===== src/rtl/c3lib_strap_cfg_reg_lcell.sv =====
// Strap-defaulted configuration register: captures the tie bus after a settle
// window, then takes byte-enabled CSR writes/reloads and publishes via req/ack.
module c3lib_strap_cfg_reg_lcell #(
  parameter int WIDTH         = 16,
  parameter int SETTLE_CYCLES = 4,
  parameter int CNT_W         = $clog2(SETTLE_CYCLES + 1)
) (
  input  logic               clk,
  input  logic               rst,
  input  logic [WIDTH-1:0]   strap_in,
  input  logic               wr_en,
  input  logic [WIDTH-1:0]   wr_data,
  input  logic [WIDTH/8-1:0] wr_be,
  input  logic               reload_req,
  input  logic               lock,
  input  logic               upd_ack,
  output logic [WIDTH-1:0]   cfg_out,
  output logic               upd_req,
  output logic               busy,
  output logic               wr_err
);

  localparam int NB = WIDTH / 8;

  localparam logic [1:0] ST_SETTLE = 2'd0;
  localparam logic [1:0] ST_IDLE   = 2'd1;
  localparam logic [1:0] ST_REQ    = 2'd2;

  logic [1:0]       state;
  logic [1:0]       state_nxt;
  logic [CNT_W-1:0] cnt;
  logic [WIDTH-1:0] shadow;
  logic [WIDTH-1:0] shadow_nxt;
  logic [WIDTH-1:0] strap_q;
  logic [WIDTH-1:0] merged;
  logic             settling;
  logic             settle_done;
  logic             do_reload;
  logic             do_write;
  logic             accept;
  logic             reject;
  logic             ack_take;

  always_comb begin
    merged = shadow;
    for (int unsigned k = 0; k < NB; k++) begin
      if (wr_be[k]) merged[8*k +: 8] = wr_data[8*k +: 8];
    end
  end

  always_comb begin
    settling    = (state == ST_SETTLE);
    settle_done = settling && (cnt == CNT_W'(SETTLE_CYCLES - 1));
    // Reload has priority over a same-cycle write; the write is then reported as rejected.
    do_reload   = !settling && reload_req && !lock;
    do_write    = !settling && wr_en && !reload_req && !lock && (|wr_be);
    accept      = do_reload || do_write;
    reject      = settling ? (wr_en || reload_req)
                           : (((wr_en || reload_req) && lock) || (wr_en && reload_req));
    ack_take    = (state == ST_REQ) && upd_ack;

    shadow_nxt = shadow;
    if (settle_done)    shadow_nxt = strap_in;
    else if (do_reload) shadow_nxt = strap_q;
    else if (do_write)  shadow_nxt = merged;

    state_nxt = state;
    unique case (state)
      ST_SETTLE: if (settle_done) state_nxt = ST_REQ;
      ST_IDLE:   if (accept) state_nxt = ST_REQ;
      // An ack coinciding with an accepted update keeps REQ asserted: that
      // retained REQ is the dirty marker for the coalesced follow-up transfer.
      ST_REQ:    if (ack_take && !accept) state_nxt = ST_IDLE;
      default:   state_nxt = ST_SETTLE;
    endcase
  end

  always_ff @(posedge clk) begin
    if (rst) begin
      state   <= ST_SETTLE;
      cnt     <= '0;
      shadow  <= '0;
      strap_q <= '0;
      cfg_out <= '0;
      upd_req <= 1'b0;
      busy    <= 1'b1;
      wr_err  <= 1'b0;
    end else begin
      state   <= state_nxt;
      shadow  <= shadow_nxt;
      upd_req <= (state_nxt == ST_REQ);
      busy    <= (state_nxt != ST_IDLE);
      wr_err  <= reject;
      if (settling) cnt <= cnt + 1'b1;
      if (settle_done) strap_q <= strap_in;
      if (ack_take) cfg_out <= shadow;
    end
  end

endmodule


===== config.mk =====
export PLATFORM = sky130hd
export DESIGN_NAME = c3lib_strap_cfg_reg_lcell
export DESIGN_NICKNAME = d
export VERILOG_FILES = /design/src/rtl/c3lib_strap_cfg_reg_lcell.sv
export SDC_FILE = /design/constraint.sdc
export NUM_CORES = 1
export LEC_CHECK = 0
export CAP_MARGIN = 20
export CELL_PAD_IN_SITES_DETAIL_PLACEMENT = 1
export CELL_PAD_IN_SITES_GLOBAL_PLACEMENT = 1
export CORE_MARGIN = 2
export CORE_UTILIZATION = 24
export DETAILED_ROUTE_END_ITERATION = 8
export GPL_TIMING_DRIVEN = 1
export PLACE_DENSITY = 0.6
export REMOVE_ABC_BUFFERS = 1
export SLEW_MARGIN = 30
export SYNTH_ARGS = -nofsm -noshare
export SYNTH_HDL_FRONTEND = slang
export SYNTH_SLANG_ARGS = --single-unit
export TNS_END_PERCENT = 50

===== constraint.sdc =====
create_clock -name clk -period 1.5 [get_ports clk]
set_input_delay 0.3 -clock clk [delete_from_list [all_inputs] [get_ports clk]]
set_output_delay 0.3 -clock clk [all_outputs]
set_load 0.01 [all_outputs]

==> impl.org <==
** Status
- The run finished, with violations left.
- Failing checks :: negative setup slack

** Critical path
- Cell seen most often among critical-path stages :: sky130_fd_sc_hd__ha_4
- Number of buffers and inverters on the critical path :: 1
- Slowest stage delay, CP :: 0.48 ns
- The critical path is of the flop to flop type.
- Cell type group with the largest total delay on the critical path :: simple AND/OR/NAND/NOR gates
- Crit path max-delay cell type :: sky130_fd_sc_hd__or3b_4
- For the worst setup path, the data required time is approximately 1.7 ns.
- Data on the critical path arrives at its endpoint at 1.78 ns.
- STA classifies the critical path startpoint as a flop.
- Along the worst path, the maximum fanout reaches 6.
- STA classifies the critical path endpoint as a flop.
- The critical path goes through ha_4, ha_4, or3b_4, buf_12, nand3b_1, o221ai_1.

** STA
- Setup violations remaining at the end of the flow were counted as 32.
- Once routing completed, OpenROAD measured the worst setup slack at -0.108 ns.
- The final hold violation count is 0.
- Worst Max-Slew Pin Slew :: 0.470 ns
- On the final layout, the worst clock skew is 0.00857 ns.
- Measured against its own limit, the worst slew margin works out to 0.686.
- Final critical delay including setup and external delays :: ~1.6 ns
- In the finished design, the share of the clock period the worst path needs comes to 1.07.
- Highest clock frequency the design can meet :: 622 MHz
- The number of pins with negative max-slew slack in the final report was 0.
- Setup repair after global routing missed its margin :: true

** Place
- Worst slack at placement :: -0.396 ns
- Detailed placement ended at an HPWL of 5.30 mm.
- Port buffering added 58 buffers.
- Routability cong. :: 0.730

** Logic synthesis
- Count of warnings emitted by yosys :: 0
- The most used flip-flop cell after synthesis is sky130_fd_sc_hd__dfxtp_1.
- Sorting the synthesized cells by area gives the leading types as sky130_fd_sc_hd__dfxtp_1 (46%), sky130_fd_sc_hd__nand2_1 (10%), sky130_fd_sc_hd__a21oi_1 (7.9%).
- Counting flops and latches in the post-synthesis netlist gives 56.
- By instance count, the leading cell after synthesis is sky130_fd_sc_hd__nand2_1.
- By count the netlist is led by sky130_fd_sc_hd__nand2_1 (67), sky130_fd_sc_hd__dfxtp_1 (56), sky130_fd_sc_hd__a21oi_1 (39).
- Post-synthesis area per instance :: 8.83 sq um
- For this run, asynchronously set or reset flops after synthesis account for 0.
- Area of the mapped netlist :: about 2500 sq um
- Of the post-synthesis cell area, the dominant cell type holds 0.456.
- In this run, synthesis inferred 0 flip-flops with an integrated enable.
- For this run, the register share of the synthesized area comes to 0.456.
- The synthesized netlist contains 27 unique library cells.
- The synthesized design spends more area on one cell type than any other, namely sky130_fd_sc_hd__dfxtp_1.
- Cells after synthesis :: 278

** Pwr
- Seq pwr share :: 0.435
- In this run the power density over the cells is 1090 nW/um^2.
- In this run the power spent charging and discharging nets is 1.25 mW.
- VDD sags by at most between 0.6 and 0.7 mV.
- The share of total power dissipated in the clock network is 0.251.
- Of the total power, combinational logic draws 0.314.
- Internal power comes to 2.85 mW.
- Sw frac :: 0.305
- After layout, the design draws a total of a little over 4 mW.
- LEAKAGE :: 1.45 nW

** Die
- Total core area :: 9860 sq um
- The die is 105 um tall.
- Std-Cell Rows :: 36
- Die ar. :: 11100 sq um
- Pin placement for this block handled 59 I/O pins.
- The die is 105 um wide.
- Starting utilization of the core area :: 0.249

** Routing
- For this run, the detailed router's first-pass iteration total came to 4.
- The final route contains 2311 vias.
- Routed wire length :: 7.86 mm
- Drt first-iter violations :: between 50 and 60
- The count of nets left with antenna violations once routing finished came out at 0.
- Vias per std cell :: 4.68
- After detailed routing, the number of remaining DRC violations is 0.
- Post-detailed-route wirelength per cell :: between 15 and 20 um

** CTS
- Number of H-tree levels :: 2
- The tree is rooted in a sky130_fd_sc_hd__clkbuf_8.
- Clock-pin slew was measured on the worst setup and hold paths at 0.10 ns.
- Clock latency on the worst-skew pair :: 0.31 ns
- The number of clock buffers added by TritonCTS is 5.
- Num Clock Sinks :: 56
- TritonCTS clock tree :: built
- The clock passes through at most 2 buffers.

** Global routing
- For this run the aggregate overflow at the end of global routing stands at 0.
- Via count of the first global-routing pass :: around 2400
- All-Layer GR Usage :: 0.142
- Initial antenna violation count :: 0
- First-pass GRT wire length :: between 10 and 15 mm
- Largest net degree at the start of global routing :: 55

** Job
- Across the run, the number of max-cap violations was 0.

** Hold path
- Hold/Removal Path Class :: input pin to flop

** Cells and area
- The filler cells instantiated in the layout total between 1000 and 1500.
- Antenna diode count :: 0
- The sequential cells in the finished layout cover a total of 1130 sq um.
- Post-synthesis to final-layout area growth :: 53.2%
- Area occupied by multi-input gates :: 1360 sq um
- Number of nets in the final layout :: roughly 400
- Layout cells sized above 1 :: 0.244
- At the end of the flow the core is filled with cells to 0.382.
## cells by family (layout without fill, tap and decap cells)
group,count (synthesis),after routing,synth area share
compound gates,63,63,0.163
fa+ha+maj,2,2,0.0102
flops,56,56,0.456
mux,16,16,0.0652
simple gates,115,115,0.245
buf+inv,25,108,0.0565
xor+xnor,1,1,0.00357
## power by group through the flow
stage | clock network, mW | logic, mW | registers, mW
after floorplan | 0 | 0.420 | 1.78
final | 1.03 | 1.29 | 1.78
after global placement | 0 | 0.936 | 1.78
after CTS | 1.07 | 1.17 | 1.77
after detailed placement | 0 | 0.955 | 1.79
after global routing | 1.12 | 1.41 | 1.81
## path summary, 6_finish.rpt
| check | slack (ns) | to | cells after the start | from |
|---|---|---|---|---|
| max | -0.11 | shadow[9]$_SDFFE_PP0P_ | 6 | cnt[0]$_SDFFE_PP0P_ |
| min | 0.42 | strap_q[4]$_SDFFE_PP0P_ | 3 | rst |
| min reg2reg | 0.46 | cfg_out[8]$_SDFFE_PP0P_ | 2 | cfg_out[8]$_SDFFE_PP0P_ |
| max reg2reg | -0.11 | shadow[9]$_SDFFE_PP0P_ | 6 | cnt[0]$_SDFFE_PP0P_ |
## through the flow
stage               hold WS, ns  cells  cell area [sq um]  setup TNS [ns]
finish                    0.415    494               3760           -1.67
global route              0.427    494               3760           -3.12
CTS                       0.402    492               3610           -1.56
detailed placement        0.445    478               3340          -10.68
global placement          0.441    478               3340           -9.83
floorplan                 0.369    256               2330           -5.44
## per-layer routing
layer / part of all wire / vias to the layer above / track usage
met4: 0.016 / 0 / 0.0286
met2: 0.46 / 47 / 0.235
met1: 0.49 / 1095 / 0.192
met5: 0 / - / 0
met3: 0.034 / 10 / 0.0256
li1: - / 1159 / -
## registers in the layout, summed over array words and instances (netlist names)
signal and count:
strap_q 16, shadow 16, busy 1, wr_err 1
cfg_out 16, state 2, cnt 3, upd_req 1
## tightest hold or removal path: cells and delay by family
kind	cells	cell delay (ns)
AO/OA/AOI/OAI	1	0.05
buffers and inverters	2	0.33
## repair_timing
item,CTS,global route
pin swaps,14,12
gates cloned,3,1
resized for setup,38,35
endpoints found under the setup margin,46,37
hold buffers,0,0
setup buffers,4,2
## layout by cell type (no fill, tap or decap), types with 2 or more instances in the layout
cell                              count
sky130_fd_sc_hd__buf_4               28
sky130_fd_sc_hd__o221ai_2             6
sky130_fd_sc_hd__dfxtp_2              3
sky130_fd_sc_hd__inv_1                3
sky130_fd_sc_hd__nor2_1               4
sky130_fd_sc_hd__nand3b_1            20
sky130_fd_sc_hd__nand2_2             11
sky130_fd_sc_hd__o211a_1              2
sky130_fd_sc_hd__ha_4                 2
sky130_fd_sc_hd__dfxtp_1             52
sky130_fd_sc_hd__o221ai_1             7
sky130_fd_sc_hd__clkbuf_8             5
sky130_fd_sc_hd__a21oi_2              9
sky130_fd_sc_hd__dlygate4sd2_1       14
sky130_fd_sc_hd__dlymetal6s2s_1       4
sky130_fd_sc_hd__nand2_1             51
sky130_fd_sc_hd__clkdlybuf4s50_1     39
sky130_fd_sc_hd__or4_1               16
sky130_fd_sc_hd__buf_6                4
sky130_fd_sc_hd__o211ai_1             3
sky130_fd_sc_hd__buf_12               4
sky130_fd_sc_hd__o21ai_0              3
sky130_fd_sc_hd__buf_16               2
sky130_fd_sc_hd__mux2i_1             16
sky130_fd_sc_hd__a21oi_1             30
sky130_fd_sc_hd__nand2_4              5
## layout make-up
cell class	instances	share of cell area
well taps	133	0.0442
clock buffers	6	0.0193
inverters	3	0.00299
repair buffers	97	0.261
clock inverters	2	0.0103
multi-input cells	197	0.362
flip-flops and latches	56	0.300
Note: power is estimated with default switching activity, not from simulation.
